`src/rtl/mesi_bus_pkg.sv`:
```
// Shared types for the MESI snooping bus arbiter: bus operations, FSM states,
// default cache count and the per-cache operation priority helper.
package mesi_bus_pkg;

  localparam int NUM_CACHES_DEF = 4;

  typedef enum logic [1:0] {
    NONE = 2'd0,
    RD   = 2'd1,
    RDX  = 2'd2,
    UPGR = 2'd3
  } bus_op_t;

  typedef enum logic [2:0] {
    IDLE  = 3'd0,
    SNOOP = 3'd1,
    WB    = 3'd2,
    MEM   = 3'd3,
    DONE  = 3'd4
  } arb_state_t;

  // A cache raising several requests at once gets its strongest one serviced.
  function automatic bus_op_t pick_op(input logic rd, input logic rdx, input logic upgr);
    bus_op_t op;
    if (rdx) begin
      op = RDX;
    end else if (upgr) begin
      op = UPGR;
    end else if (rd) begin
      op = RD;
    end else begin
      op = NONE;
    end
    return op;
  endfunction

endpackage

```
`src/rtl/mesi_bus_arbiter_rr.sv`:
```
// Combinational round-robin picker: first requester at or after ptr, wrapping
// modulo N; returns both a one-hot grant and the winner index.
module rr_arbiter #(
  parameter int N  = 4,
  parameter int IW = 2
) (
  input  logic [N-1:0]  req,
  input  logic [IW-1:0] ptr,
  output logic [N-1:0]  gnt,
  output logic [IW-1:0] idx,
  output logic          valid
);

  // Scan from ptr upward with wrap; the first hit wins.
  always_comb begin
    int c;
    c     = 0;
    gnt   = {N{1'b0}};
    idx   = {IW{1'b0}};
    valid = 1'b0;
    for (int i = 0; i < N; i++) begin
      c = (int'(ptr) + i) % N;
      if (!valid && req[IW'(c)]) begin
        valid        = 1'b1;
        idx          = IW'(c);
        gnt[IW'(c)]  = 1'b1;
      end else begin
        valid = valid;
      end
    end
  end

endmodule

```
`src/rtl/mesi_bus_arbiter.sv`:
```
// Snooping bus arbiter for MESI caches: one transaction at a time through
// snoop broadcast, optional writeback or memory read, then a grant pulse.
module mesi_bus_arbiter
  import mesi_bus_pkg::*;
#(
  parameter int NUM_CACHES  = NUM_CACHES_DEF,
  parameter int MEM_TIMEOUT = 255
) (
  input  logic                  clk,
  input  logic                  rstb,
  input  logic [NUM_CACHES-1:0] req_rd,
  input  logic [NUM_CACHES-1:0] req_rdx,
  input  logic [NUM_CACHES-1:0] req_upgr,
  input  logic [NUM_CACHES-1:0] hit_in,
  input  logic [NUM_CACHES-1:0] flush_in,
  output logic [NUM_CACHES-1:0] snoop_rd,
  output logic [NUM_CACHES-1:0] snoop_rdx,
  output logic [NUM_CACHES-1:0] snoop_upgr,
  output logic [NUM_CACHES-1:0] gnt,
  output logic [NUM_CACHES-1:0] c_out,
  output logic                  mem_req,
  output logic                  mem_we,
  input  logic                  mem_ack,
  output logic                  busy,
  output logic                  err
);

  localparam int IW = (NUM_CACHES > 1) ? $clog2(NUM_CACHES) : 1;
  localparam int CW = (MEM_TIMEOUT > 1) ? $clog2(MEM_TIMEOUT + 1) : 1;
  localparam logic [NUM_CACHES-1:0] NO_CACHE = {NUM_CACHES{1'b0}};

  arb_state_t            state_r;
  bus_op_t               op_r;
  logic [IW-1:0]         rr_ptr_r;
  logic [IW-1:0]         win_idx_r;
  logic                  shared_r;
  logic                  dirty_r;
  logic [CW-1:0]         wait_cnt_r;

  logic [NUM_CACHES-1:0] any_req_s;
  logic [NUM_CACHES-1:0] arb_gnt_s;
  logic [IW-1:0]         arb_idx_s;
  logic                  arb_valid_s;
  bus_op_t               arb_op_s;
  logic [NUM_CACHES-1:0] win_mask_s;
  logic [NUM_CACHES-1:0] cout_s;
  logic                  shared_s;
  logic                  dirty_s;
  logic [IW-1:0]         rr_next_s;

  assign any_req_s = req_rd | req_rdx | req_upgr;

  rr_arbiter #(.N(NUM_CACHES), .IW(IW)) u_rr (
    .req   (any_req_s),
    .ptr   (rr_ptr_r),
    .gnt   (arb_gnt_s),
    .idx   (arb_idx_s),
    .valid (arb_valid_s)
  );

  assign arb_op_s   = pick_op(req_rd[arb_idx_s], req_rdx[arb_idx_s], req_upgr[arb_idx_s]);
  assign win_mask_s = NUM_CACHES'(1) << win_idx_r;
  // The winner's own snoop response is meaningless for its own request.
  assign shared_s   = |(hit_in & ~win_mask_s);
  assign dirty_s    = |(flush_in & ~win_mask_s);
  assign cout_s     = (op_r == RD && shared_r) ? win_mask_s : NO_CACHE;
  assign rr_next_s  = (win_idx_r == IW'(NUM_CACHES - 1)) ? {IW{1'b0}} : win_idx_r + IW'(1);

  // Transaction FSM; every output is a register updated alongside the state.
  always_ff @(posedge clk or negedge rstb) begin
    if (!rstb) begin
      state_r    <= IDLE;
      op_r       <= NONE;
      rr_ptr_r   <= {IW{1'b0}};
      win_idx_r  <= {IW{1'b0}};
      shared_r   <= 1'b0;
      dirty_r    <= 1'b0;
      wait_cnt_r <= {CW{1'b0}};
      snoop_rd   <= NO_CACHE;
      snoop_rdx  <= NO_CACHE;
      snoop_upgr <= NO_CACHE;
      gnt        <= NO_CACHE;
      c_out      <= NO_CACHE;
      mem_req    <= 1'b0;
      mem_we     <= 1'b0;
      busy       <= 1'b0;
      err        <= 1'b0;
    end else begin
      case (state_r)
        IDLE: begin
          if (arb_valid_s) begin
            state_r    <= SNOOP;
            win_idx_r  <= arb_idx_s;
            op_r       <= arb_op_s;
            busy       <= 1'b1;
            snoop_rd   <= (arb_op_s == RD)   ? ~arb_gnt_s : NO_CACHE;
            snoop_rdx  <= (arb_op_s == RDX)  ? ~arb_gnt_s : NO_CACHE;
            snoop_upgr <= (arb_op_s == UPGR) ? ~arb_gnt_s : NO_CACHE;
          end else begin
            state_r <= IDLE;
          end
        end
        SNOOP: begin
          snoop_rd   <= NO_CACHE;
          snoop_rdx  <= NO_CACHE;
          snoop_upgr <= NO_CACHE;
          shared_r   <= shared_s;
          dirty_r    <= dirty_s;
          wait_cnt_r <= {CW{1'b0}};
          if (dirty_s) begin
            state_r <= WB;
            mem_req <= 1'b1;
            mem_we  <= 1'b1;
          end else if (op_r == UPGR) begin
            state_r <= DONE;
            gnt     <= win_mask_s;
            c_out   <= NO_CACHE;
          end else begin
            state_r <= MEM;
            mem_req <= 1'b1;
            mem_we  <= 1'b0;
          end
        end
        WB, MEM: begin
          // A flushing cache supplies the data, so a writeback always finishes the transaction.
          if (mem_ack) begin
            state_r <= DONE;
            mem_req <= 1'b0;
            mem_we  <= 1'b0;
            gnt     <= win_mask_s;
            c_out   <= cout_s;
          end else if (wait_cnt_r == CW'(MEM_TIMEOUT - 1)) begin
            state_r <= DONE;
            mem_req <= 1'b0;
            mem_we  <= 1'b0;
            gnt     <= win_mask_s;
            c_out   <= cout_s;
            err     <= 1'b1;
          end else begin
            wait_cnt_r <= wait_cnt_r + CW'(1);
            mem_we     <= dirty_r;
          end
        end
        DONE: begin
          state_r    <= IDLE;
          gnt        <= NO_CACHE;
          c_out      <= NO_CACHE;
          err        <= 1'b0;
          busy       <= 1'b0;
          wait_cnt_r <= {CW{1'b0}};
          rr_ptr_r   <= rr_next_s;
        end
        default: begin
          state_r    <= IDLE;
          snoop_rd   <= NO_CACHE;
          snoop_rdx  <= NO_CACHE;
          snoop_upgr <= NO_CACHE;
          gnt        <= NO_CACHE;
          c_out      <= NO_CACHE;
          mem_req    <= 1'b0;
          mem_we     <= 1'b0;
          busy       <= 1'b0;
          err        <= 1'b0;
        end
      endcase
    end
  end

endmodule

```
`config.mk`:
```
export PLATFORM = sky130hd
export DESIGN_NAME = mesi_bus_arbiter
export DESIGN_NICKNAME = d
export VERILOG_FILES = /design/src/rtl/mesi_bus_pkg.sv /design/src/rtl/mesi_bus_arbiter_rr.sv /design/src/rtl/mesi_bus_arbiter.sv
export SDC_FILE = /design/constraint.sdc
export NUM_CORES = 1
export LEC_CHECK = 0
export BUFFER_PORTS_ARGS = -buffer_cell sky130_fd_sc_hd__buf_2
export CAP_MARGIN = 20
export CORE_MARGIN = 1.5
export CORE_UTILIZATION = 45
export DETAILED_ROUTE_END_ITERATION = 12
export HOLD_SLACK_MARGIN = 0.02
export PLACE_DENSITY = 0.67
export SLEW_MARGIN = 20
export SYNTH_ARGS = -nofsm -noshare
export SYNTH_HDL_FRONTEND = slang
export SYNTH_HIERARCHICAL = 1
export SYNTH_SLANG_ARGS = --single-unit
```
`constraint.sdc`:
```
create_clock -name clk -period 4.6 [get_ports clk]
set_input_delay 0.92 -clock clk [delete_from_list [all_inputs] [get_ports clk]]
set_output_delay 0.92 -clock clk [all_outputs]
set_load 0.03 [all_outputs]
```
==> results of run 1 <==
[area by class of cell]
| type | instances | area [um2] | share of cell area (%) |
|---|---|---|---|
| Sequential cell | 43 | 1080 | 35.3 |
| Tap cell | 72 | 90.1 | 2.95 |
| Multi-Input combinational cell | 190 | 1440 | 47.2 |
| Inverter | 14 | 52.6 | 1.72 |
| Clock inverter | 3 | 43.8 | 1.44 |
| Timing Repair Buffer | 50 | 280 | 9.18 |
| Clock buffer | 5 | 68.8 | 2.26 |
[critical path, stage by stage]
cell and delay (ps):
buf_2 110, or3_1 490, mux4_2 580, nor2b_1 240, nor2_1 60, o31ai_1 190
buf_4 180, mux4_2 580, nor2_1 170, and2_1 240, a22o_1 160
[sequential cells by signal (all words and copies together) (netlist names)]
| name | flops |
|---|---|
| mem_we | 1 |
| state_r | 3 |
| shared_r | 1 |
| snoop_rd | 4 |
| snoop_rdx | 4 |
| wait_cnt_r | 8 |
| c_out | 4 |
| rr_ptr_r | 2 |
| snoop_upgr | 4 |
| dirty_r | 1 |
| mem_req | 1 |
| win_idx_r | 2 |
| gnt | 4 |
| op_r | 2 |
| err | 1 |
| busy | 1 |
[worst min-delay path by stage]
stage	slack, ps	cells after the start	startpoint	to
final	490	2	shared_r$_DFFE_PN0P_	shared_r$_DFFE_PN0P_
after global routing	530	2	shared_r$_DFFE_PN0P_	shared_r$_DFFE_PN0P_
after CTS	490	2	shared_r$_DFFE_PN0P_	shared_r$_DFFE_PN0P_
after detailed placement	470	2	shared_r$_DFFE_PN0P_	shared_r$_DFFE_PN0P_
after global placement	460	2	shared_r$_DFFE_PN0P_	shared_r$_DFFE_PN0P_
after floorplan	440	2	shared_r$_DFFE_PN0P_	shared_r$_DFFE_PN0P_
[where the power goes]
part	total [mW]	leakage, nW	internal, mW	switching [mW]
logic	1.06	0.788	0.416	0.648
clock network	0.294	0.0581	0.162	0.132
registers	0.649	0.565	0.500	0.150
total	2.01	1.41	1.08	0.929
[layout by cell type, fill, tap and decap left out, types with 2 or more instances in the layout]
cell type  count
buf_2         46
dfrtp_1       43
nand2_1       22
nor2_1        22
o21ai_0       19
inv_1         14
ha_1          14
nor2b_1       13
a22o_1        12
nand3_1        8
mux4_2         7
nand4_1        7
or3_1          5
nor4b_1        5
a221o_1        5
clkbuf_8       5
o31ai_1        4
a21oi_1        4
xor2_1         4
nor3_1         3
mux2_2         3
a221oi_1       3
buf_4          3
mux2i_1        3
a41o_1         2
nor4_1         2
o2111ai_1      2
a31oi_1        2
o211ai_1       2
[per-layer routing]
layer	up-vias	track usage (%)
met5	-	0
met4	0	3.68
met3	4	3.09
met2	49	34.0
met1	1037	26.4
li1	1055	-
[cells by family (layout without fill, tap and decap cells)]
logic type                 after synthesis  in the layout  share of synthesized area [%]
buffers and inverters                   26             72                           4.83
AOI/OAI and AO/OA                       62             62                           18.7
and+or+nand+nor                         96             96                           19.1
adders and majority gates               14             14                           6.63
DFF                                     43             43                           40.7
muxes                                   13             13                           8.38
xor gates and xnor gates                 5              5                           1.66
==> metrics.md, run 1 <==
| Metric | Value |
|---|---|
| Register area share after synthesis | `40.7%` |
| Total gr overflow | `0` |
| I/O pin count | `47` |
| Final Hold Vio Count | `0` |
| Fin crit share | `80.0%` |
| Pleak | `1.41 nW` |
| CP startpoint | `req_upgr[3]` |
| Tightest Pin Transition | `609 ps` |
| Final Non-Filler Cells | `377` |
| Power per Cell Area | `658 nW/um2` |
| Via Count | `2,145` |
| Clk sinks | `43` |
| Setup WS post-layout | `921 ps` |
| Cts bufs inserted | `5` |
| Reg2Reg Setup Slack | `1010 ps` |
| Area Overhead vs Synth | `15.4%` |
| Reg-to-reg endpoint | `snoop_rd[1]$_DFFE_PN0P_` |
| CTS H-Tree Depth | `2` |
| Root Buffer | `clkbuf_8` |
| Req. time, crit path | `4840 ps` |
| Total GRT Usage | `19.8%` |
| Fraction of registers with async set/reset | `100%` |
| Clk pin slew, worst setup/hold paths | `90 ps` |
| Fin crit period | `3680 ps` |
| Hold_ws | `488 ps` |
| Std-Cell Rows | `27` |
| Drt drc | `0` |
| # diodes | `0` |
| Routed met3 length | `191 um` |
| Synth area leaders | `dfrtp_1 (41%), ha_1 (6.6%), mux4_2 (6.0%), a22o_1 (4.0%), o21ai_0 (3.6%)` |
| Worst min path class | `reg2reg` |
| Critical Path End | `snoop_rd[1]$_DFFE_PN0P_` |
| 1st-pass router iterations | `4` |
| 1st-iter DRT viols | `97` |
| Die Ht | `79.7 um` |
| Slew HR | `58.9%` |
| Worst Reg-to-Reg Cells | `11` |
| # setup viols final | `0` |
| Fillers | `522` |
| Die area | `6340 um2` |
| RSZ-0062 raised after global routing | `false` |
| Worst setup SP type | `input pin` |
| Final Instance Area | `3050 um2` |
| Yosys reg bits | `43` |
| Top layer in use | `met4` |
| R2r startpoint | `rr_ptr_r[1]$_DFFE_PN0P_` |
| Post-synth top area share | `40.7%` |
| Total power | `2.01 mW` |
| Setup TNS | `0 ps` |
| Vias in the first global route | `2,069` |
| CTS-repair resized insts | `0` |
| Endpoint type of the worst setup path | `register` |
| Initial antenna violation count | `0` |
| Post-cts hold buffer count | `0` |
| Clk buf depth | `2` |
| Mapped cell area | `2640 um2` |
| Peak VDD IR | `0.283 mV` |
| Via/cell ratio | `5.69` |
| CTS tree | `yes` |
| Routed wl met2 | `2820 um` |
| Fmax | `0.272 GHz` |
| Count leader, synth | `dfrtp_1` |
| # port buffers | `46` |
| Max_cap viols | `0` |
| Pins over their slew limit | `0` |
| Core Util, Final | `54.7%` |
| Synth Area per Inst | `10.2 um2` |
| Layout Skew | `7.97 ps` |
| Worst Path Max Fanout | `8` |
| Clock Latency Late Sink | `290 ps` |
| Final HPWL DP | `4200 um` |
| Synth warn | `6` |
| Final #Nets | `341` |
| EDFF count, synth | `0` |
| Core area | `5570 um2` |
| Routed WL per cell | `15.4 um` |
| Die width | `79.7 um` |
| Placed Cells | `368` |
| Total Wirelength | `5790 um` |
| Largest net degree at the start of global routing | `44` |
| Synth cell types | `46` |
| Top FF cell, synth | `dfrtp_1` |
| DP Worst Slack | `625 ps` |
| Final RePlAce weighted congestion | `0.779` |
| First-pass GRT wire length | `9910 um` |
| Mapped Cells | `259` |
| Share of layout cells above drive strength 1 | `24.3%` |
| Crit Path Category | `in2reg` |
| Mapped Nets | `296` |
| Initial Util | `47.4%` |
| Crit path arrival time | `3910 ps` |
| Routed Antenna Nets | `0` |
| Post-CTS Setup Bufs | `0` |
| Dpl cell area | `2910 um2` |
| Synth top cells by count | `dfrtp_1 (43), nand2_1 (22), nor2_1 (22)` |
| Status | `complete, no violations` |
| Cell taking the most area after synthesis | `dfrtp_1` |
| M1 WL | `2730 um` |
Power figures use the tool's default switching activity.
==> run 2: changes to the inputs <==
Settings changed: PLACE_DENSITY 0.67 to 0.7.
Clock period 4.6 ns to 3 ns, I/O delays scaled along.
==> metrics.md, run 2 (synthesis results as in run 1) <==
| Metric | Value |
|---|---|
| Post-cts hold buffer count | `0 (unchanged)` |
| Clk pin slew, worst setup/hold paths | `90 ps (about the same)` |
| # port buffers | `46 (unchanged)` |
| Req. time, crit path | `3200 ps (-1640 ps)` |
| Most used cell along the critical path | `mux4_2` |
| Pleak | `1.53 nW (+8.7%)` |
| Number of cells on the critical path | `9 (-2)` |
| Initial Util | `47.4% (unchanged)` |
| Clk pwr share | `11.7% (-2.9 points)` |
| Std-Cell Rows | `27 (unchanged)` |
| Slowest stage delay, CP | `650 ps (+70 ps)` |
| Switching Share | `46.1% (-0.15 points)` |
| Largest net degree at the start of global routing | `44 (unchanged)` |
| Die Ht | `79.7 um (unchanged)` |
| Total GRT Usage | `20.4% (+0.62 points)` |
| CP max-delay cell | `mux4_2` |
| Max_cap viols | `0 (unchanged)` |
| Net Switching | `1.50 mW (+61%)` |
| Layout Skew | `6.45 ps (-1.52 ps)` |
| Core area | `5570 um2 (unchanged)` |
| CTS H-Tree Depth | `2 (unchanged)` |
| Placed Cells | `395 (+7.3%)` |
| Via Count | `2,239 (+4.4%)` |
| Die area | `6340 um2 (unchanged)` |
| Power per Cell Area | `993 nW/um2 (+51%)` |
| I/O pin count | `47 (unchanged)` |
| # diodes | `0 (unchanged)` |
| Most common cell after layout, fill and taps aside | `buf_2` |
| Via/cell ratio | `5.54 (-2.6%)` |
| Die width | `79.7 um (unchanged)` |
| Worst min path class | `in2async` |
| Pins over their slew limit | `0 (unchanged)` |
| Combinational power share | `59.5% (+6.5 points)` |
| Final #Nets | `368 (+7.9%)` |
| Peak VDD IR | `0.521 mV (+84%)` |
| Total gr overflow | `0 (unchanged)` |
| Pint | `1.75 mW (+62%)` |
| Number of flip-flops in the largest register | `8 (unchanged)` |
| Largest register by flop count | `wait_cnt_r` |
| Worst Reg-to-Reg Cells | `10 (-1)` |
| # setup viols final | `0 (unchanged)` |
| CP startpoint | `req_upgr[0]` |
| Flop pwr share | `28.9% (-3.5 points)` |
| Final RePlAce weighted congestion | `0.908 (+17%)` |
| Vias in the first global route | `2,263 (+9.4%)` |
| RSZ-0062 raised after global routing | `true` |
| Critical Path End | `snoop_rdx[1]$_DFFE_PN0P_` |
| Tightest Pin Transition | `950 ps (+342 ps)` |
| Fillers | `501 (-4.0%)` |
| Routed Antenna Nets | `0 (unchanged)` |
| Fin crit share | `99.0%` |
| Endpoint type of the worst setup path | `register` |
| Area Overhead vs Synth | `23.7%` |
| Core Util, Final | `58.7% (+3.9 points)` |
| Slew HR | `36.7% (-22 points)` |
| Routed WL per cell | `14.8 um (-3.8%)` |
| 1st-pass router iterations | `4 (unchanged)` |
| Total power | `3.25 mW (+62%)` |
| Final HPWL DP | `4490 um (+7.0%)` |
| Worst setup SP type | `input pin` |
| Crit Path Category | `in2reg` |
| 1st-iter DRT viols | `71 (-27%)` |
| R2r startpoint | `rr_ptr_r[1]$_DFFE_PN0P_` |
| Reg2Reg Setup Slack | `220 ps (-790 ps)` |
| Clk buf depth | `2 (unchanged)` |
| Drt drc | `0 (unchanged)` |
| Fmax | `0.337 GHz` |
| Final Non-Filler Cells | `404 (+7.2%)` |
| Crit path arrival time | `3170 ps (-740 ps)` |
| Cts bufs inserted | `5 (unchanged)` |
| Clk sinks | `43 (unchanged)` |
| First-pass GRT wire length | `10,100 um (+2.4%)` |
| Final Hold Vio Count | `0 (unchanged)` |
| CTS tree | `yes` |
| Fin crit period | `2970 ps` |
| CP cell instances | `buf_2 > or3_4 > mux4_2 > nor2b_4 > nor2_2 > o31ai_4 > mux4_2 > buf_4 > a22o_1` |
| Most frequent cells in the layout | `buf_2 (46), dfrtp_1 (43), buf_4 (31), nand2_1 (22), nor2_1 (20)` |
| Total Wirelength | `5970 um (+3.1%)` |
| Status | `complete, no violations` |
| Reg-to-reg endpoint | `snoop_rdx[1]$_DFFE_PN0P_` |
| Worst Path Max Fanout | `6 (-2)` |
| Clock Latency Late Sink | `300 ps (about the same)` |
| Delay-heaviest family, CP | `multiplexers` |
| Root Buffer | `clkbuf_8` |
| Share of layout cells above drive strength 1 | `33.4% (+9.2 points)` |
| Worst Path Buf+Inv | `2 (unchanged)` |
| Initial antenna violation count | `0 (unchanged)` |
==> run 2: changes by cell type in the layout (fill, tap and decap cells not counted), sizes merged <==
cell,before,now
buf,50,77
bufinv,1,0
clkinv,2,0
clkinvlp,0,2
inv,14,15
==> run 2: worst min-delay path by stage <==
stage	slack (ps)	depth (start not counted)	startpoint	to
after floorplan	300	0	rstb	busy$_DFFE_PN0P_
after global placement	460	2	shared_r$_DFFE_PN0P_	shared_r$_DFFE_PN0P_
after detailed placement	470	2	shared_r$_DFFE_PN0P_	shared_r$_DFFE_PN0P_
after CTS	480	1	rstb	c_out[2]$_DFFE_PN0P_
after global routing	520	2	shared_r$_DFFE_PN0P_	shared_r$_DFFE_PN0P_
final	450	1	rstb	c_out[2]$_DFFE_PN0P_
==> run 2: timing repair <==
item,4_1_cts,5_1_grt
pin swaps,1,2
setup endpoints to repair,3,9
buffers inserted,0,1
resized for setup,0,3
==> run 2: stage by stage <==
step           setup TNS [ps]  hold slack (ps)  setup WS (ps)  cell area [um2]
6_report                    0              446           30.0             3270
5_1_grt                  -107              518          -29.5             3270
4_1_cts                     0              481           33.4             3250
3_5_place_dp            -3920              465           -336             3160
3_3_place_gp            -3210              458           -270             3160
2_1_floorplan           -1480              304           -164             2690
==> run 2: power groups by stage <==
stage	Sequential, mW	Combinational [mW]	Clock (mW)
after floorplan	1.10	1.18	0
after global placement	0.942	1.88	0
after detailed placement	0.944	1.91	0
after CTS	0.936	1.92	0.391
after global routing	0.971	2.13	0.418
final	0.938	1.93	0.379
==> run 2: per-layer routing <==
| layer | global-route usage [%] | wire length, um | up-vias |
|---|---|---|---|
| li1 | - | - | 1113 |
| met1 | 25.6 | 2760 | 1066 |
| met2 | 33.8 | 2870 | 52 |
| met3 | 3.89 | 227 | 8 |
| met4 | 9.12 | 108 | 0 |
| met5 | 0 | 0 | - |
==> run 2: cell type report <==
type	count	area, um2	area share, %
Clock buffer	5	68.8	2.10
Inverter	14	52.6	1.61
Clock inverter	3	23.8	0.727
Tap cell	72	90.1	2.75
Multi-Input combinational cell	190	1500	45.8
Sequential cell	43	1080	32.9
Timing Repair Buffer	77	463	14.2
==> run 3: changes to the inputs <==
Settings changed: ABC_AREA from default to 1, CORE_UTILIZATION 45 to 46, PLACE_DENSITY 0.7 to 0.71, RECOVER_POWER from default to 100.
==> metrics.md, run 3 <==
| Metric | Value |
|---|---|
| Status | `finished, violations left` |
| Failing checks | `max-capacitance violations, max-slew violations` |
| # port buffers | `46 (unchanged)` |
| 1st-iter DRT viols | `95 (+34%)` |
| Mapped Nets | `422 (+43%)` |
| CTS H-Tree Depth | `2 (unchanged)` |
| Register area share after synthesis | `38.5% (-2.2 points)` |
| Flop pwr share | `27.2% (-1.7 points)` |
| RSZ-0062 raised after global routing | `false` |
| Hold Crit Endpoint | `gnt[2]$_DFFE_PN0P_` |
| Yosys reg bits | `43 (unchanged)` |
| Final #Nets | `475 (+29%)` |
| Share of layout cells above drive strength 1 | `12.5% (-21 points)` |
| Synth cell types | `31 (-33%)` |
| Worst setup SP type | `input pin` |
| I/O pin count | `47 (unchanged)` |
| Clk sinks | `43 (unchanged)` |
| Endpoint type of the worst setup path | `register` |
| Pleak | `1.67 nW (+8.7%)` |
| Count leader, synth | `nand2_1` |
| Worst Reg-to-Reg Cells | `16 (+6)` |
| Final RePlAce weighted congestion | `0.908 (about the same)` |
| Fraction of registers with async set/reset | `100% (unchanged)` |
| Area Overhead vs Synth | `12.2%` |
| Clk buf depth | `2 (unchanged)` |
| Total Wirelength | `6140 um (+2.9%)` |
| Routed Antenna Nets | `0 (unchanged)` |
| Final HPWL DP | `4690 um (+4.4%)` |
| Top FF cell, synth | `dfrtp_1` |
| Mapped cell area | `2790 um2 (+5.6%)` |
| CTS-repair resized insts | `0 (unchanged)` |
| Fin crit period | `2510 ps (-462 ps)` |
| First-pass GRT wire length | `10,700 um (+5.8%)` |
| Post-cts hold buffer count | `0 (unchanged)` |
| Final Hold Vio Count | `0 (unchanged)` |
| DP Worst Slack | `198 ps (+534 ps)` |
| Net Switching | `1.71 mW (+14%)` |
| Tightest Pin Transition | `2250 ps (+1300 ps)` |
| Hold depth | `2` |
| Layout Skew | `8.84 ps (+2.39 ps)` |
| Synth area leaders | `dfrtp_1 (39%), nand2_1 (18%), nand3_1 (6.8%), ha_1 (6.3%), inv_1 (5.1%)` |
| Die area | `6550 um2 (+3.2%)` |
| EDFF count, synth | `0 (unchanged)` |
| Initial Util | `47.4% (about the same)` |
| CTS tree | `yes` |
| Most frequent cells in the layout | `nand2_1 (136), dfrtp_1 (43), nand3_1 (39), inv_1 (38), nor2_1 (31)` |
| Clock Latency Late Sink | `300 ps (about the same)` |
| Number of flip-flops in the largest register | `8 (unchanged)` |
| Fin crit share | `83.6% (-15 points)` |
| R2r startpoint | `rr_ptr_r[0]$_DFFE_PN0P_` |
| Req. time, crit path | `3200 ps (about the same)` |
| Peak VDD IR | `0.459 mV (-12%)` |
| Total GRT Usage | `20.5% (+0.16 points)` |
| Mapped Cells | `385 (+49%)` |
| Total gr overflow | `0 (unchanged)` |
| Pins over their slew limit | `44 (+44)` |
| Core Util, Final | `53.2% (-5.4 points)` |
| Cts bufs inserted | `5 (unchanged)` |
| Core area | `5890 um2 (+5.6%)` |
| Initial antenna violation count | `0 (unchanged)` |
| Reg-to-reg endpoint | `snoop_rd[0]$_DFFE_PN0P_` |
| Cell taking the most area after synthesis | `dfrtp_1` |
| Power per Cell Area | `1010 nW/um2 (+2.1%)` |
| Largest net degree at the start of global routing | `44 (unchanged)` |
| Post-CTS Setup Bufs | `0 (unchanged)` |
| Combinational power share | `60.9% (+1.4 points)` |
| Post-synth top area share | `38.5% (-2.2 points)` |
| Vias in the first global route | `2,394 (+5.8%)` |
| 1st-pass router iterations | `4 (unchanged)` |
| Worst Path Max Fanout | `13 (+7)` |
| Switching Share | `53.9% (+7.8 points)` |
| Setup WS post-layout | `492 ps (+462 ps)` |
| Slew HR | `-50.0% (-87 points)` |
| Fillers | `609 (+22%)` |
| Worst min path class | `reg2reg` |
| Synth warn | `6 (unchanged)` |
| Synth Area per Inst | `7.25 um2 (-29%)` |
| # diodes | `0 (unchanged)` |
| Die Ht | `80.9 um (+1.6%)` |
| Synth top cells by count | `nand2_1 (132), dfrtp_1 (43), inv_1 (38), nand3_1 (38), nor2_1 (29)` |
| Clk pin slew, worst setup/hold paths | `90 ps (about the same)` |
| Via Count | `2,618 (+17%)` |
| Std-Cell Rows | `28 (+3.7%)` |
| Reg2Reg Setup Slack | `510 ps (+290 ps)` |
| Max_cap viols | `1 (+1)` |
| Largest register by flop count | `wait_cnt_r` |
| Drt drc | `0 (unchanged)` |
| Pint | `1.46 mW (-16%)` |
| Routed WL per cell | `12.0 um (-19%)` |
| Most common cell after layout, fill and taps aside | `nand2_1` |
| Fmax | `0.399 GHz (+18%)` |
| # setup viols final | `0 (unchanged)` |
| Total power | `3.18 mW (-2.2%)` |
| Via/cell ratio | `5.09 (-8.1%)` |
| Hold_sp | `gnt[2]$_DFFE_PN0P_` |
| Root Buffer | `clkbuf_8` |
| Setup TNS | `0 ps (unchanged)` |
| Die width | `80.9 um (+1.6%)` |
| Clk pwr share | `11.9% (+0.2 points)` |
| Crit path arrival time | `2710 ps (-460 ps)` |
| Crit Path Category | `in2reg` |
[run 3: cell types whose count changed in the layout (fill, tap and decap cells not counted), sizes merged, moves of 13 or more]
cell    previous run  this run
buf               77        25
clkbuf             5        32
inv               15        43
nand2             22       141
nand3              9        42
nor2b             13         0
[run 3: critical path: stages]
cell     delay [ps]
buf_2           100
or3_1           390
inv_1            80
nand2_1          70
nand3_2         150
nand2_4          80
nor2_4          250
nand3_1         110
nand3_1         120
buf_4           150
nand2_1          60
nand3_1          70
nand2_1         150
nand2_1         110
inv_1            80
nand3_1          80
nand2_1          60
[run 3: area by class of cell]
cell class                      instances  area, um2  share of cell area (%)
Sequential cell                        43       1080                    34.3
Multi-Input combinational cell        291       1460                    46.6
Timing Repair Buffer                   52        236                    7.55
Clock buffer                            5       68.8                    2.20
Clock inverter                          3       25.0                   0.799
Tap cell                               75       93.8                    3.00
Inverter                               45        171                    5.47
[run 3: cell families after synthesis]
group / Yosys count / synth area share [%]
xor gates and xnor gates: 1 / 0.314
AOI/OAI and AO/OA: 34 / 7.48
DFF: 43 / 38.5
adders and majority gates: 14 / 6.27
buffers and inverters: 51 / 8.06
and+or+nand+nor: 242 / 39.3
[run 3: worst max-delay path by stage]
stage,end,slack (ps),start
after floorplan,op_r[1]$_DFFE_PN0N_,460,req_upgr[0]
final,snoop_rd[0]$_DFFE_PN0P_,490,req_upgr[0]
after global routing,snoop_rd[0]$_DFFE_PN0P_,150,rr_ptr_r[0]$_DFFE_PN0P_
after detailed placement,snoop_rd[0]$_DFFE_PN0P_,200,req_upgr[0]
after CTS,snoop_rd[0]$_DFFE_PN0P_,510,req_upgr[0]
after global placement,snoop_rd[0]$_DFFE_PN0P_,260,req_upgr[0]
[run 3: power groups by stage]
stage                     registers (mW)  logic (mW)  clock network, mW
after floorplan                     1.05        1.35                  0
after global placement             0.869        1.96                  0
after detailed placement           0.876        1.99                  0
after CTS                          0.864        2.00              0.389
after global routing               0.885        2.22              0.410
final                              0.864        1.93              0.379
[run 3: layer usage]
| metal | track usage, % | up-vias | share of wire (%) |
|---|---|---|---|
| met5 | 0 | - | 0 |
| met4 | 6.55 | 0 | 1.1 |
| met3 | 3.48 | 7 | 4.2 |
| met2 | 34.5 | 74 | 48 |
| met1 | 26.8 | 1189 | 47 |
| li1 | - | 1348 | - |
[run 3: stage by stage]
stage	hold WS, ps	cell area, um2	std cells
floorplan	304	2790	385
global placement	449	3110	506
global route	494	3130	514
detailed placement	453	3110	506
CTS	475	3200	514
finish	474	3130	514
